`config.mk`:
```
export PLATFORM = sky130hd
export DESIGN_NAME = row_array_arbiter
export DESIGN_NICKNAME = d
export VERILOG_FILES = /design/src/rtl/row_array_arbiter.sv
export SDC_FILE = /design/constraint.sdc
export NUM_CORES = 1
export LEC_CHECK = 0
export CAP_MARGIN = 20
export CORE_MARGIN = 2
export CORE_UTILIZATION = 40
export DETAILED_ROUTE_END_ITERATION = 16
export PLACE_DENSITY = 0.67
export SLEW_MARGIN = 25
export SYNTH_ARGS = -nofsm -noshare
export SYNTH_HDL_FRONTEND = slang
export SYNTH_SLANG_ARGS = --single-unit
```
`constraint.sdc`:
```
create_clock -name i_clk -period 4.9 [get_ports i_clk]
set_input_delay 0.98 -clock i_clk [delete_from_list [all_inputs] [get_ports i_clk]]
set_output_delay 0.98 -clock i_clk [all_outputs]
set_load 0.02 [all_outputs]
```
`src/rtl/row_array_arbiter.sv`:
```
// Round-robin arbiter sharing a small row array among N_REQ requesters.
// After reset (or i_clear) every row is swept to INIT_VAL before any request is granted.
module row_array_arbiter #(
   parameter int          N_REQ    = 4,
   parameter int          ROWS     = 10,
   parameter int          WIDTH    = 10,
   parameter int unsigned INIT_VAL = 1,
   parameter int          AW       = $clog2(ROWS),
   parameter int          IW       = $clog2(N_REQ)
) (
   input  logic                   i_clk,
   input  logic                   i_rst,
   input  logic                   i_clear,
   input  logic [N_REQ-1:0]       i_req_valid,
   input  logic [N_REQ-1:0]       i_req_write,
   input  logic [N_REQ*AW-1:0]    i_req_addr,
   input  logic [N_REQ*WIDTH-1:0] i_req_wdata,
   output logic [N_REQ-1:0]       o_req_ready,
   output logic                   o_rsp_valid,
   output logic [IW-1:0]          o_rsp_id,
   output logic [WIDTH-1:0]       o_rsp_rdata,
   output logic                   o_rsp_err,
   output logic                   o_wr_err,
   output logic                   o_init_busy
);

   typedef enum logic {ST_INIT, ST_SERVE} state_t;

   localparam logic [WIDTH-1:0] INIT_W = WIDTH'(INIT_VAL);

   state_t           state_q, state_d;
   logic [AW-1:0]    sweepPtr_q, sweepPtr_d;
   logic [IW-1:0]    rrPtr_q, rrPtr_d;
   logic             busy_q, busy_d;
   logic             rspValid_q, rspValid_d;
   logic [IW-1:0]    rspId_q, rspId_d;
   logic [WIDTH-1:0] rspData_q, rspData_d;
   logic             rspErr_q, rspErr_d;
   logic             wrErr_q, wrErr_d;

   logic [WIDTH-1:0] mem_q [ROWS];
   logic             memWe;
   logic [AW-1:0]    memWaddr;
   logic [WIDTH-1:0] memWdata;

   logic             gntFound;
   logic [IW-1:0]    gntId;
   int               idx;
   logic [IW-1:0]    idxN;
   logic [AW-1:0]    selAddr;
   logic [WIDTH-1:0] selWdata;
   logic             selWrite;
   logic             inRange;

   // Rotating priority scan starting at the round-robin pointer
   always_comb begin
      gntFound = 1'b0;
      gntId    = '0;
      idx      = 0;
      idxN     = '0;
      for (int i = 0; i < N_REQ; i++) begin
         idx = int'(rrPtr_q) + i;
         if (idx >= N_REQ) idx = idx - N_REQ;
         idxN = IW'(idx);
         if (!gntFound && i_req_valid[idxN]) begin
            gntFound = 1'b1;
            gntId    = idxN;
         end
      end
   end

   always_comb begin
      selAddr  = '0;
      selWdata = '0;
      selWrite = 1'b0;
      for (int k = 0; k < N_REQ; k++) begin
         if (gntId == IW'(k)) begin
            selAddr  = i_req_addr[k*AW +: AW];
            selWdata = i_req_wdata[k*WIDTH +: WIDTH];
            selWrite = i_req_write[k];
         end
      end
      inRange = ({1'b0, selAddr} < (AW+1)'(ROWS));
   end

   always_comb begin
      state_d     = state_q;
      sweepPtr_d  = sweepPtr_q;
      rrPtr_d     = rrPtr_q;
      o_req_ready = '0;
      memWe       = 1'b0;
      memWaddr    = sweepPtr_q;
      memWdata    = INIT_W;
      rspValid_d  = 1'b0;
      rspId_d     = '0;
      rspData_d   = '0;
      rspErr_d    = 1'b0;
      wrErr_d     = 1'b0;
      case (state_q)
         ST_INIT: begin
            memWe = 1'b1;
            if (sweepPtr_q == AW'(ROWS-1)) begin
               sweepPtr_d = '0;
               state_d    = ST_SERVE;
            end else begin
               sweepPtr_d = sweepPtr_q + 1'b1;
            end
         end
         ST_SERVE: begin
            // A clear pre-empts arbitration; the pointer is kept for after the sweep
            if (i_clear) begin
               state_d    = ST_INIT;
               sweepPtr_d = '0;
            end else if (gntFound) begin
               o_req_ready[gntId] = 1'b1;
               rrPtr_d = (gntId == IW'(N_REQ-1)) ? '0 : gntId + 1'b1;
               if (selWrite) begin
                  if (inRange) begin
                     memWe    = 1'b1;
                     memWaddr = selAddr;
                     memWdata = selWdata;
                  end else begin
                     wrErr_d = 1'b1;
                  end
               end else begin
                  rspValid_d = 1'b1;
                  rspId_d    = gntId;
                  rspErr_d   = !inRange;
                  rspData_d  = inRange ? mem_q[selAddr] : '0;
               end
            end
         end
         default: state_d = ST_INIT;
      endcase
      busy_d = (state_d == ST_INIT);
   end

   always_ff @(posedge i_clk or posedge i_rst) begin
      if (i_rst) begin
         state_q    <= ST_INIT;
         sweepPtr_q <= '0;
         rrPtr_q    <= '0;
         busy_q     <= 1'b1;
         rspValid_q <= 1'b0;
         rspId_q    <= '0;
         rspData_q  <= '0;
         rspErr_q   <= 1'b0;
         wrErr_q    <= 1'b0;
      end else begin
         state_q    <= state_d;
         sweepPtr_q <= sweepPtr_d;
         rrPtr_q    <= rrPtr_d;
         busy_q     <= busy_d;
         rspValid_q <= rspValid_d;
         rspId_q    <= rspId_d;
         rspData_q  <= rspData_d;
         rspErr_q   <= rspErr_d;
         wrErr_q    <= wrErr_d;
      end
   end

   // Storage itself is not reset; the sweep defines its contents
   always_ff @(posedge i_clk) begin
      if (memWe) mem_q[memWaddr] <= memWdata;
   end

   assign o_rsp_valid = rspValid_q;
   assign o_rsp_id    = rspId_q;
   assign o_rsp_rdata = rspData_q;
   assign o_rsp_err   = rspErr_q;
   assign o_wr_err    = wrErr_q;
   assign o_init_busy = busy_q;

endmodule

```
==> results.md, run 1 <==
- Detailed Route WL: 14.00 mm
- Synth Flop Type: edfxtp_1
- Multi-input combinational cell area: 1827 sq um
- Critical Path Start Type: input pin
- Initial core utilization: 0.4047
- Post-CTS Hold Fix Bufs: 0
- Slew headroom: 0.3854
- Warnings, synthesis: 0
- CTS tree: done
- Yosys reg bits: 123
- Clock skew: 0.007423 ns
- RSZ-0062 raised after global routing: false
- CTS Buf Count: 17
- Crit Path Class: input pin to primary output
- Post-Layout Cell Count: 772
- Slowest CP cell: clkdlybuf4s50_1
- I/O Buffers: 86
- Number of detailed-route iterations in the first pass: 5
- Worst Reg2Reg Path Length in Cells: 13
- P_sw: 1.590 mW
- HPWL after detailed placement: 9.713 mm
- Clk sink count: 123
- Final hold violations: 0
- Placed Instances: 740
- Worst EP required: 3.92 ns
- Share of cells above drive strength 1: 0.1284
- Sequential area share after synthesis: 0.6447
- GRT Util Overall: 0.1997
- Arrival time worst endpoint: 3.68 ns
- Commonest non-fill, non-tap cells in the layout: edfxtp_1 (100), nand2_1 (87), clkdlybuf4s50_1 (86), a21oi_1 (35), nor2_1 (33)
- Starting DRT DRC Count: 357
- R2R Path Start: rrPtr_q[0]
- Status: finished, final reports clean
- Final setup viols: 0
- Crit end category: primary output
- Via count: 4145
- Hold Path Depth: 1
- Gp weighted congestion: 0.8365
- Slew at the pin closest to its max-slew limit: 0.9178 ns
- Die Area: 14840 sq um
- Worst-path clk slew: 0.05 ns
- Fin nets: 652
- WHS Endpoint: sweepPtr_q[3]
- Mean post-synth cell area: 11.87 sq um
- FF-to-FF End: mem_q[7][2]
- Row count: 43
- Leakage: 2.729 nW
- Final period util: 0.9513
- Internal power: 2.785 mW
- Max clock buf depth: 2
- Instance area at placement: 6765 sq um
- Power Total: 4.375 mW
- Hold slack: 0.5598 ns
- Max-cap violation count: 0
- Asr flop ratio synth: 0.1870
- Total core area: 13720 sq um
- Kind of cell adding the most delay to the critical path: buffers and inverters
- Fillers: 1175
- Storage cell area: 3580 sq um
- Worst Path Buf+Inv: 4
- CP dominant cell by count: clkdlybuf4s50_1
- Critical path's largest stage delay: 0.60 ns
- Crit-path cells: clkdlybuf4s50_1, inv_1, a21oi_1, nor2_1, a211oi_1, ha_1, buf_4, and2_1, clkdlybuf4s50_1
- Detail Route Antenna Nets: 0
- Die height: 121.8 um
- Die width: 121.8 um
- Leading cell type in the layout, fill and taps excluded: edfxtp_1
- HP Start: state_q
- DR vias/cell: 5.369
- Post-Syn Instances: 468
- Drt wl/cell: 18.13 um
- EDFF count, synth: 100
- H-tree levels: 4
- Switching Share: 0.3634
- Number of global-route vias before repair: 4188
- Pins Over Slew Limit: 0
- Initial antenna violation count: 0
- Clock power share: 0.293
- Root buffer cell: clkbuf_16
- Critical-path maximum fanout: 23
- Post-Syn Area: 5553 sq um
- Largest net degree at the start of global routing: 41
- Mapped Nets: 541
- Yosys cell types: 47
- Final critical-path required period: 4.662 ns
- Post-route cell area: 7393 sq um
- Worst skew pair latency: 0.41 ns
- DRC: 0
- Flop pwr share: 0.335
- GR Overflow Total: 0
- Setup slack, reg-to-reg: 1.18 ns
- # IOs: 87
- Gate power share: 0.372
- P&R area growth vs syn: 33.15%
- VDD IR max: 0.3119 mV
- FMAX: 0.2145 GHz
- Pwr/cell area: 591.7 nW/um^2
- First-pass GRT wire length: 22.05 mm
- N_diodes: 0
- Hold crit path type: flip-flop to flip-flop
- Setup_tns: 0 ns
[worst max-delay path by stage]
stage,slack (ns),end,depth (start not counted),from
2_1_floorplan,0.54,mem_q[8][0],14,i_req_valid[0]
3_3_place_gp,0.21,o_rsp_rdata[4],14,i_req_valid[1]
3_5_place_dp,-0.001,mem_q[0][9],14,i_req_valid[1]
4_1_cts,0.24,o_req_ready[1],9,i_req_valid[1]
5_1_grt,0.02,o_req_ready[1],9,i_req_valid[1]
6_report,0.24,o_req_ready[1],9,i_req_valid[1]
[power groups by stage]
stage | Sequential [mW] | Combinational [mW] | Clock [mW]
after floorplan | 1.47 | 1.09 | 0
after global placement | 1.48 | 1.56 | 0
after detailed placement | 1.48 | 1.58 | 0
after CTS | 1.46 | 1.60 | 1.30
after global routing | 1.49 | 1.78 | 1.34
final | 1.47 | 1.63 | 1.28
[layout make-up]
| class | instances | area share |
|---|---|---|
| multi-input cells | 306 | 0.2471 |
| clock buffers | 19 | 0.06126 |
| repair buffers | 117 | 0.1479 |
| well taps | 180 | 0.03046 |
| flip-flops and latches | 123 | 0.4842 |
| inverters | 14 | 0.007108 |
| clock inverters | 13 | 0.02200 |
[through the flow]
stage	utilization	worst slack, ns
after floorplan	-	0.5355
after global placement	0.4931	0.2131
after detailed placement	0.4931	-0.001393
after CTS	0.5380	0.2414
after global routing	0.5389	0.02047
final	0.5389	0.2384
[registers in the layout, summed over array words and instances (netlist names)]
register	flops
sweepPtr_q	4
state_q	1
o_init_busy	1
o_rsp_rdata	10
o_wr_err	1
mem_q	100
o_rsp_err	1
rrPtr_q	2
o_rsp_valid	1
o_rsp_id	2
[metal layers]
metal / global-route usage / wire (um) / up-vias
met5: 0 / 0 / -
met4: 0.08477 / 237 / 0
met3: 0.05852 / 1063 / 14
met2: 0.3191 / 6712 / 188
met1: 0.2540 / 5987 / 1988
li1: - / - / 1955
[synthesized netlist by cell type (all sizes together) (2+ instances only)]
cell type,count,share of area
o22ai,7,0.0079
mux2,2,0.0047
inv,14,0.0095
o21ai,14,0.013
a21oi,35,0.032
nand3b,11,0.015
edfxtp,100,0.54
a211o,2,0.0032
nand2,87,0.059
nor3,15,0.015
nand2b,2,0.0023
o22a,2,0.0032
a31oi,14,0.017
and2,5,0.0056
nand3,11,0.011
buf,10,0.010
o211ai,4,0.0054
nor2,34,0.023
o2bb2ai,2,0.0043
ha,6,0.014
and4,10,0.016
clkbuf,15,0.010
dfrtp,22,0.099
a32oi,10,0.016
mux2i,22,0.040
[cell families after synthesis]
family / Yosys count / synth area share
AND/OR/NAND/NOR: 179 / 0.1553
flip-flops: 123 / 0.6447
AO/OA/AOI/OAI: 97 / 0.1124
buffers and inverters: 39 / 0.02974
multiplexers: 24 / 0.04439
adder cells (fa/ha/maj): 6 / 0.01352
[what timing repair did]
| action | 4_1_cts | 5_1_grt |
|---|---|---|
| resized for setup | 0 | 1 |
| buffers inserted | 0 | 0 |
| setup endpoints to repair | 0 | 3 |
(Power assumes the default switching activity.)
==> inputs of run 2 (changes only) <==
--- a/config.mk
+++ b/config.mk
@@ -6,4 +6,5 @@
 export NUM_CORES = 1
 export LEC_CHECK = 0
+export ABC_CLOCK_PERIOD_IN_PS = 4900
 export CAP_MARGIN = 20
 export CORE_MARGIN = 2
@@ -11,4 +12,5 @@
 export DETAILED_ROUTE_END_ITERATION = 16
 export PLACE_DENSITY = 0.67
+export RECOVER_POWER = 25
 export SLEW_MARGIN = 25
 export SYNTH_ARGS = -nofsm -noshare
==> constraint.sdc (replaced) <==
create_clock -name i_clk -period 4.9 [get_ports i_clk]
set_input_delay 0.98 -clock i_clk [delete_from_list [all_inputs] [get_ports i_clk]]
set_output_delay 0.98 -clock i_clk [all_outputs]
set_load 0.01 [all_outputs]
==> run 2 against run 1 <==
Effect of this change:
- clock power shrank 6%
- register-to-register slack lost 0.13 ns
- largest power group unchanged
- final area shrank 1.0%
- clock skew grew 0.0012 ns
==> results.md, run 2 (synthesized netlist as in run 1, its figures left out) <==
- Post-CTS Hold Fix Bufs: 0 (unchanged)
- Final period util: 0.9329 (-0.01847)
- DR vias/cell: 5.340 (-0.55%)
- Clk sink count: 123 (unchanged)
- Power Total: 4.242 mW (-3.0%)
- Slew at the pin closest to its max-slew limit: 0.9679 ns (+0.05003 ns)
- Max clock buf depth: 2 (unchanged)
- Final critical-path required period: 4.571 ns (-0.09050 ns)
- Row count: 43 (unchanged)
- Total core area: 13720 sq um (unchanged)
- Internal power: 2.688 mW (-3.5%)
- Starting DRT DRC Count: 247 (-31%)
- RSZ-0062 raised after global routing: false
- Critical-path maximum fanout: 14 (-39%)
- Worst EP required: 5.03 ns (+1.11 ns)
- Fillers: 1167 (-0.68%)
- Status: finished, final reports clean
- Max-cap violation count: 0 (unchanged)
- Slowest CP cell: clkdlybuf4s50_1
- CTS tree: done
- Drt wl/cell: 18.27 um (+0.74%)
- Clock skew: 0.008643 ns (+0.001221 ns)
- Storage cell area: 3580 sq um (unchanged)
- Placed Instances: 739 (-0.14%)
- Die width: 121.8 um (unchanged)
- Worst-path clk slew: 0.05 ns (about the same)
- Detail Route Antenna Nets: 0 (unchanged)
- Leading cell type in the layout, fill and taps excluded: edfxtp_1
- H-tree levels: 4 (unchanged)
- DRC: 0 (unchanged)
- Root buffer cell: clkbuf_16
- Post-CTS Resized: 0 (unchanged)
- Leakage: 2.753 nW (+0.90%)
- Fin nets: 651 (-0.15%)
- Detailed Route WL: 14.09 mm (+0.61%)
- N_diodes: 0 (unchanged)
- Biggest register: mem_q
- FMAX: 0.2188 GHz (+2.0%)
- CTS Buf Count: 17 (unchanged)
- Critical path's largest stage delay: 0.54 ns (-0.06 ns)
- Gp weighted congestion: 0.8493 (+1.5%)
- I/O Buffers: 86 (unchanged)
- Post-Layout Cell Count: 771 (-0.13%)
- Number of detailed-route iterations in the first pass: 5 (unchanged)
- Setup_tns: 0 ns (unchanged)
- Hold crit path type: flip-flop to flip-flop
- Commonest non-fill, non-tap cells in the layout: edfxtp_1 (100), nand2_1 (87), clkdlybuf4s50_1 (68), a21oi_1 (35), nor2_1 (34)
- Die height: 121.8 um (unchanged)
- HPWL after detailed placement: 10.15 mm (+4.5%)
- Share of cells above drive strength 1: 0.1201 (-0.008243)
- Largest net degree at the start of global routing: 31 (-24%)
- Final Util: 0.5334 (-0.005471)
- Die Area: 14840 sq um (unchanged)
- Initial antenna violation count: 0 (unchanged)
- Initial core utilization: 0.4047 (unchanged)
- Slew headroom: 0.3541 (-0.03137)
- Pins Over Slew Limit: 0 (unchanged)
- Crit Path Class: input pin to flip-flop
- Critical Path Start Type: input pin
- Post-CTS setup buffers: 0 (unchanged)
- Switching Share: 0.3663 (+0.002947)
- GRT Util Overall: 0.2037 (+0.004072)
- Crit end category: flip-flop
- Clock power share: 0.282 (-0.011)
- P_sw: 1.554 mW (-2.2%)
- Arrival time worst endpoint: 4.70 ns (+1.02 ns)
- P&R area growth vs syn: 31.79%
- Number of global-route vias before repair: 4201 (+0.31%)
- GR Overflow Total: 0 (unchanged)
- Via count: 4117 (-0.68%)
- Worst skew pair latency: 0.42 ns (about the same)
- Flop pwr share: 0.345 (+0.010)
- Final hold violations: 0 (unchanged)
- Final setup viols: 0 (unchanged)
- VDD IR max: 0.2965 mV (-4.9%)
- # IOs: 87 (unchanged)
- First-pass GRT wire length: 22.42 mm (+1.7%)
- Hold slack: 0.5346 ns (-0.02514 ns)
- Largest register FFs: 100 (unchanged)
- Pwr/cell area: 579.7 nW/um^2 (-2.0%)
- Gate power share: 0.372 (about the same)
- Crit-path cells: clkdlybuf4s50_1, inv_1, a21oi_1, nor2_1, a211oi_1, inv_1, ha_1, nor2_1, o211ai_1, o2bb2ai_2, a2111oi_2, o211ai_1, nor3_1, buf_4
- Multi-input combinational cell area: 1812 sq um (-0.82%)
==> run 2: metal layers <==
layer / global-route usage / vias up / routed length (um)
li1: - / 1956 / -
met5: 0 / - / 0
met1: 0.2617 / 1961 / 5958
met4: 0.07902 / 0 / 312
met3: 0.05103 / 26 / 1006
met2: 0.3331 / 174 / 6809
==> run 2: path summary, 6_finish.rpt <==
path                                      from              to  slack (ns)  depth (start not counted)
worst max-delay path            i_req_valid[1]     mem_q[4][6]        0.33                         14
worst min-delay path                   state_q   sweepPtr_q[3]        0.53                          1
worst max register to register      rrPtr_q[0]     mem_q[4][6]        1.05                         13
worst min register to register         state_q   sweepPtr_q[3]        0.53                          1
max in group asynchronous                i_rst  o_rsp_rdata[7]        3.08                          2
min in group asynchronous                i_rst  o_rsp_rdata[4]        1.23                          2
==> run 2: area by class of cell <==
class                      count  area share
clock inverter                14     0.02000
tap                          180     0.03077
clock buffer                  18     0.05864
sequential                   123      0.4891
multi-input combinational    306      0.2476
timing repair buffer         116      0.1467
inverter                      14    0.007181
==> run 2: power by group through the flow <==
stage               Clock (mW)  Sequential, mW  Combinational (mW)
CTS                       1.21            1.46                1.58
finish                    1.20            1.47                1.58
global placement             0            1.48                1.54
global route              1.26            1.49                1.73
detailed placement           0            1.48                1.57
floorplan                    0            1.46                1.09
==> run 2: critical path: cells and delay by family <==
| family | cells | cell delay [ns] |
|---|---|---|
| simple gates | 3 | 0.67 |
| compound gates | 6 | 1.77 |
| buf+inv | 4 | 1.01 |
| fa+ha+maj | 1 | 0.27 |
==> run 2: metrics by stage <==
| step | setup slack (ns) | area (sq um) |
|---|---|---|
| final | 0.3289 | 7318 |
| after CTS | 0.3804 | 7333 |
| after global routing | 0.08852 | 7318 |
| after global placement | 0.2038 | 6758 |
| after floorplan | 0.5355 | 5553 |
| after detailed placement | 0.05018 | 6758 |
==> inputs of run 3 (changes only) <==
CTS_BUF_LIST = sky130_fd_sc_hd__clkbuf_8   (was not set)
CTS_CLUSTER_DIAMETER = 30   (was not set)
CTS_CLUSTER_SIZE = 28   (was not set)
==> run 3 against run 2 <==
Effect of this change:
- non-clock buffer count unchanged
- utilization down 1.4 points
- global-route usage down 0.29 points
- largest cell class unchanged
- count of clock-buffer cells in the layout down 1
- largest power group unchanged
==> results.md, run 3 (synthesized netlist as in run 1, its figures left out) <==
- Gate power share: 0.405 (+0.033)
- Placed Instances: 739 (unchanged)
- Final critical-path required period: 4.604 ns (+0.03295 ns)
- CP Depth: 9 (-5)
- Instance area at placement: 6758 sq um (unchanged)
- Clock power share: 0.218 (-0.064)
- Biggest register: mem_q
- First-pass GRT wire length: 22.14 mm (-1.2%)
- DR vias/cell: 5.278 (-1.2%)
- CTS tree: done
- Drt wl/cell: 17.97 um (-1.6%)
- Final period util: 0.9396 (+0.006725)
- P_sw: 1.495 mW (-3.8%)
- Setup slack, reg-to-reg: 1.11 ns (+0.06 ns)
- Worst Path Buf+Inv: 4 (unchanged)
- Worst-path clk slew: 0.06 ns (about the same)
- HPWL after detailed placement: 10.15 mm (unchanged)
- VDD IR max: 0.2387 mV (-20%)
- Slack of the critical path: 0.2959 ns (-0.03295 ns)
- RSZ-0062 raised after global routing: false
- Arrival time worst endpoint: 3.62 ns (-1.08 ns)
- N_diodes: 0 (unchanged)
- Hold Path Depth: 1 (unchanged)
- Storage cell area: 3580 sq um (unchanged)
- Final Util: 0.5191 (-0.01432)
- Kind of cell adding the most delay to the critical path: buffers and inverters
- Initial core utilization: 0.4047 (unchanged)
- Fillers: 1195 (+2.4%)
- H-tree levels: 4 (unchanged)
- Row count: 43 (unchanged)
- Gp weighted congestion: 0.8493 (unchanged)
- Largest register FFs: 100 (unchanged)
- Largest net degree at the start of global routing: 31 (unchanged)
- I/O Buffers: 86 (unchanged)
- Max clock buf depth: 2 (unchanged)
- Root buffer cell: clkbuf_8
- Critical Path Start Type: input pin
- Die Area: 14840 sq um (unchanged)
- Post-CTS setup buffers: 0 (unchanged)
- Internal power: 2.389 mW (-11%)
- Share of cells above drive strength 1: 0.1201 (unchanged)
- R2R Path Start: rrPtr_q[0]
- Final hold violations: 0 (unchanged)
- Status: finished, final reports clean
- HP Start: state_q
- Switching Share: 0.3849 (+0.01859)
- Leakage: 2.674 nW (-2.9%)
- Worst Reg2Reg Path Length in Cells: 13 (unchanged)
- P&R area growth vs syn: 28.26%
- Pins Over Slew Limit: 0 (unchanged)
- Post-CTS Hold Fix Bufs: 0 (unchanged)
- Fin nets: 651 (unchanged)
- Pre-CTS setup slack: 0.05018 ns (unchanged)
- Crit end category: primary output
- Number of detailed-route iterations in the first pass: 5 (unchanged)
- Hold crit path type: flip-flop to flip-flop
- CTS Buf Count: 17 (unchanged)
- Setup_tns: 0 ns (unchanged)
- Detailed Route WL: 13.86 mm (-1.6%)
- Critical-path maximum fanout: 26 (+12)
- FMAX: 0.2172 GHz (-0.72%)
- Die height: 121.8 um (unchanged)
- Clock skew: 0.01325 ns (+0.004608 ns)
- Crit Path Class: input pin to primary output
- Worst EP required: 3.92 ns (-1.11 ns)
- Slowest CP cell: dlygate4sd3_1
- Total core area: 13720 sq um (unchanged)
- Flop pwr share: 0.377 (+0.032)
- Leading cell type in the layout, fill and taps excluded: edfxtp_1
- Post-CTS Resized: 0 (unchanged)
- Starting DRT DRC Count: 240 (-2.8%)
- Post-Layout Cell Count: 771 (unchanged)
- Commonest non-fill, non-tap cells in the layout: edfxtp_1 (100), nand2_1 (87), clkdlybuf4s50_1 (67), a21oi_1 (35), nor2_1 (33)
- Number of global-route vias before repair: 4192 (-0.21%)
- GRT Util Overall: 0.2008 (-0.002923)
- Pwr/cell area: 545.4 nW/um^2 (-5.9%)
- Initial antenna violation count: 0 (unchanged)
- Slew headroom: 0.3632 (+0.009180)
- Multi-input combinational cell area: 1808 sq um (-0.21%)
- FF-to-FF End: mem_q[2][0]
- Worst skew pair latency: 0.43 ns (about the same)
- Max-cap violation count: 0 (unchanged)
- # IOs: 87 (unchanged)
- Via count: 4069 (-1.2%)
- Critical path's largest stage delay: 0.59 ns (+0.05 ns)
- Detail Route Antenna Nets: 0 (unchanged)
- Post-route cell area: 7122 sq um (-2.7%)
- Die width: 121.8 um (unchanged)
- Final setup viols: 0 (unchanged)
- Slew at the pin closest to its max-slew limit: 0.9541 ns (-0.01376 ns)
- WHS Endpoint: sweepPtr_q[3]
- GR Overflow Total: 0 (unchanged)
- Crit-path cells: dlygate4sd3_1, inv_1, a21oi_1, nor2_1, a211oi_1, ha_1, buf_4, and2_1, clkdlybuf4s50_1
- DRC: 0 (unchanged)
- Clk sink count: 123 (unchanged)
-- run 3: cell count changes in the layout (fill, tap and decap cells not counted), moves of 2 or more --
cell / delta
clkbuf_1: -2
clkbuf_16: -17
clkbuf_2: +2
clkbuf_8: +17
-- run 3: routing by layer --
layer / GRT usage / vias to the layer above / wire length, um
li1: - / 1950 / -
met4: 0.08333 / 0 / 365
met1: 0.2543 / 1928 / 5809
met3: 0.05197 / 23 / 989
met2: 0.3286 / 168 / 6693
met5: 0 / - / 0
-- run 3: worst max path at each step --
stage	from	end	slack (ns)
6_report	i_req_valid[1]	o_req_ready[1]	0.30
5_1_grt	i_req_valid[1]	mem_q[6][0]	0.09
4_1_cts	i_req_valid[1]	o_req_ready[1]	0.38
3_5_place_dp	i_req_valid[1]	mem_q[4][1]	0.05
3_3_place_gp	i_req_valid[1]	mem_q[8][6]	0.20
2_1_floorplan	i_req_valid[0]	mem_q[8][0]	0.54
-- run 3: metrics by stage --
| stage | total power [mW] | hold slack (ns) |
|---|---|---|
| finish | 3.884 | 0.5449 |
| floorplan | 2.549 | 0.4856 |
| global placement | 3.022 | 0.5284 |
| CTS | 3.909 | 0.5402 |
| detailed placement | 3.057 | 0.5441 |
| global route | 4.125 | 0.5736 |
-- run 3: layout make-up --
| class | count | share of cell area |
|---|---|---|
| inverter | 14 | 0.007379 |
| multi-input combinational | 306 | 0.2539 |
| clock buffer | 17 | 0.03285 |
| tap | 180 | 0.03162 |
| timing repair buffer | 116 | 0.1506 |
| clock inverter | 15 | 0.02108 |
| sequential | 123 | 0.5026 |
-- run 3: power groups by stage --
stage | Clock (mW) | Combinational [mW] | Sequential [mW]
final | 0.848 | 1.57 | 1.46
after CTS | 0.868 | 1.58 | 1.46
after floorplan | 0 | 1.09 | 1.46
after global routing | 0.908 | 1.73 | 1.48
after global placement | 0 | 1.54 | 1.48
after detailed placement | 0 | 1.57 | 1.48
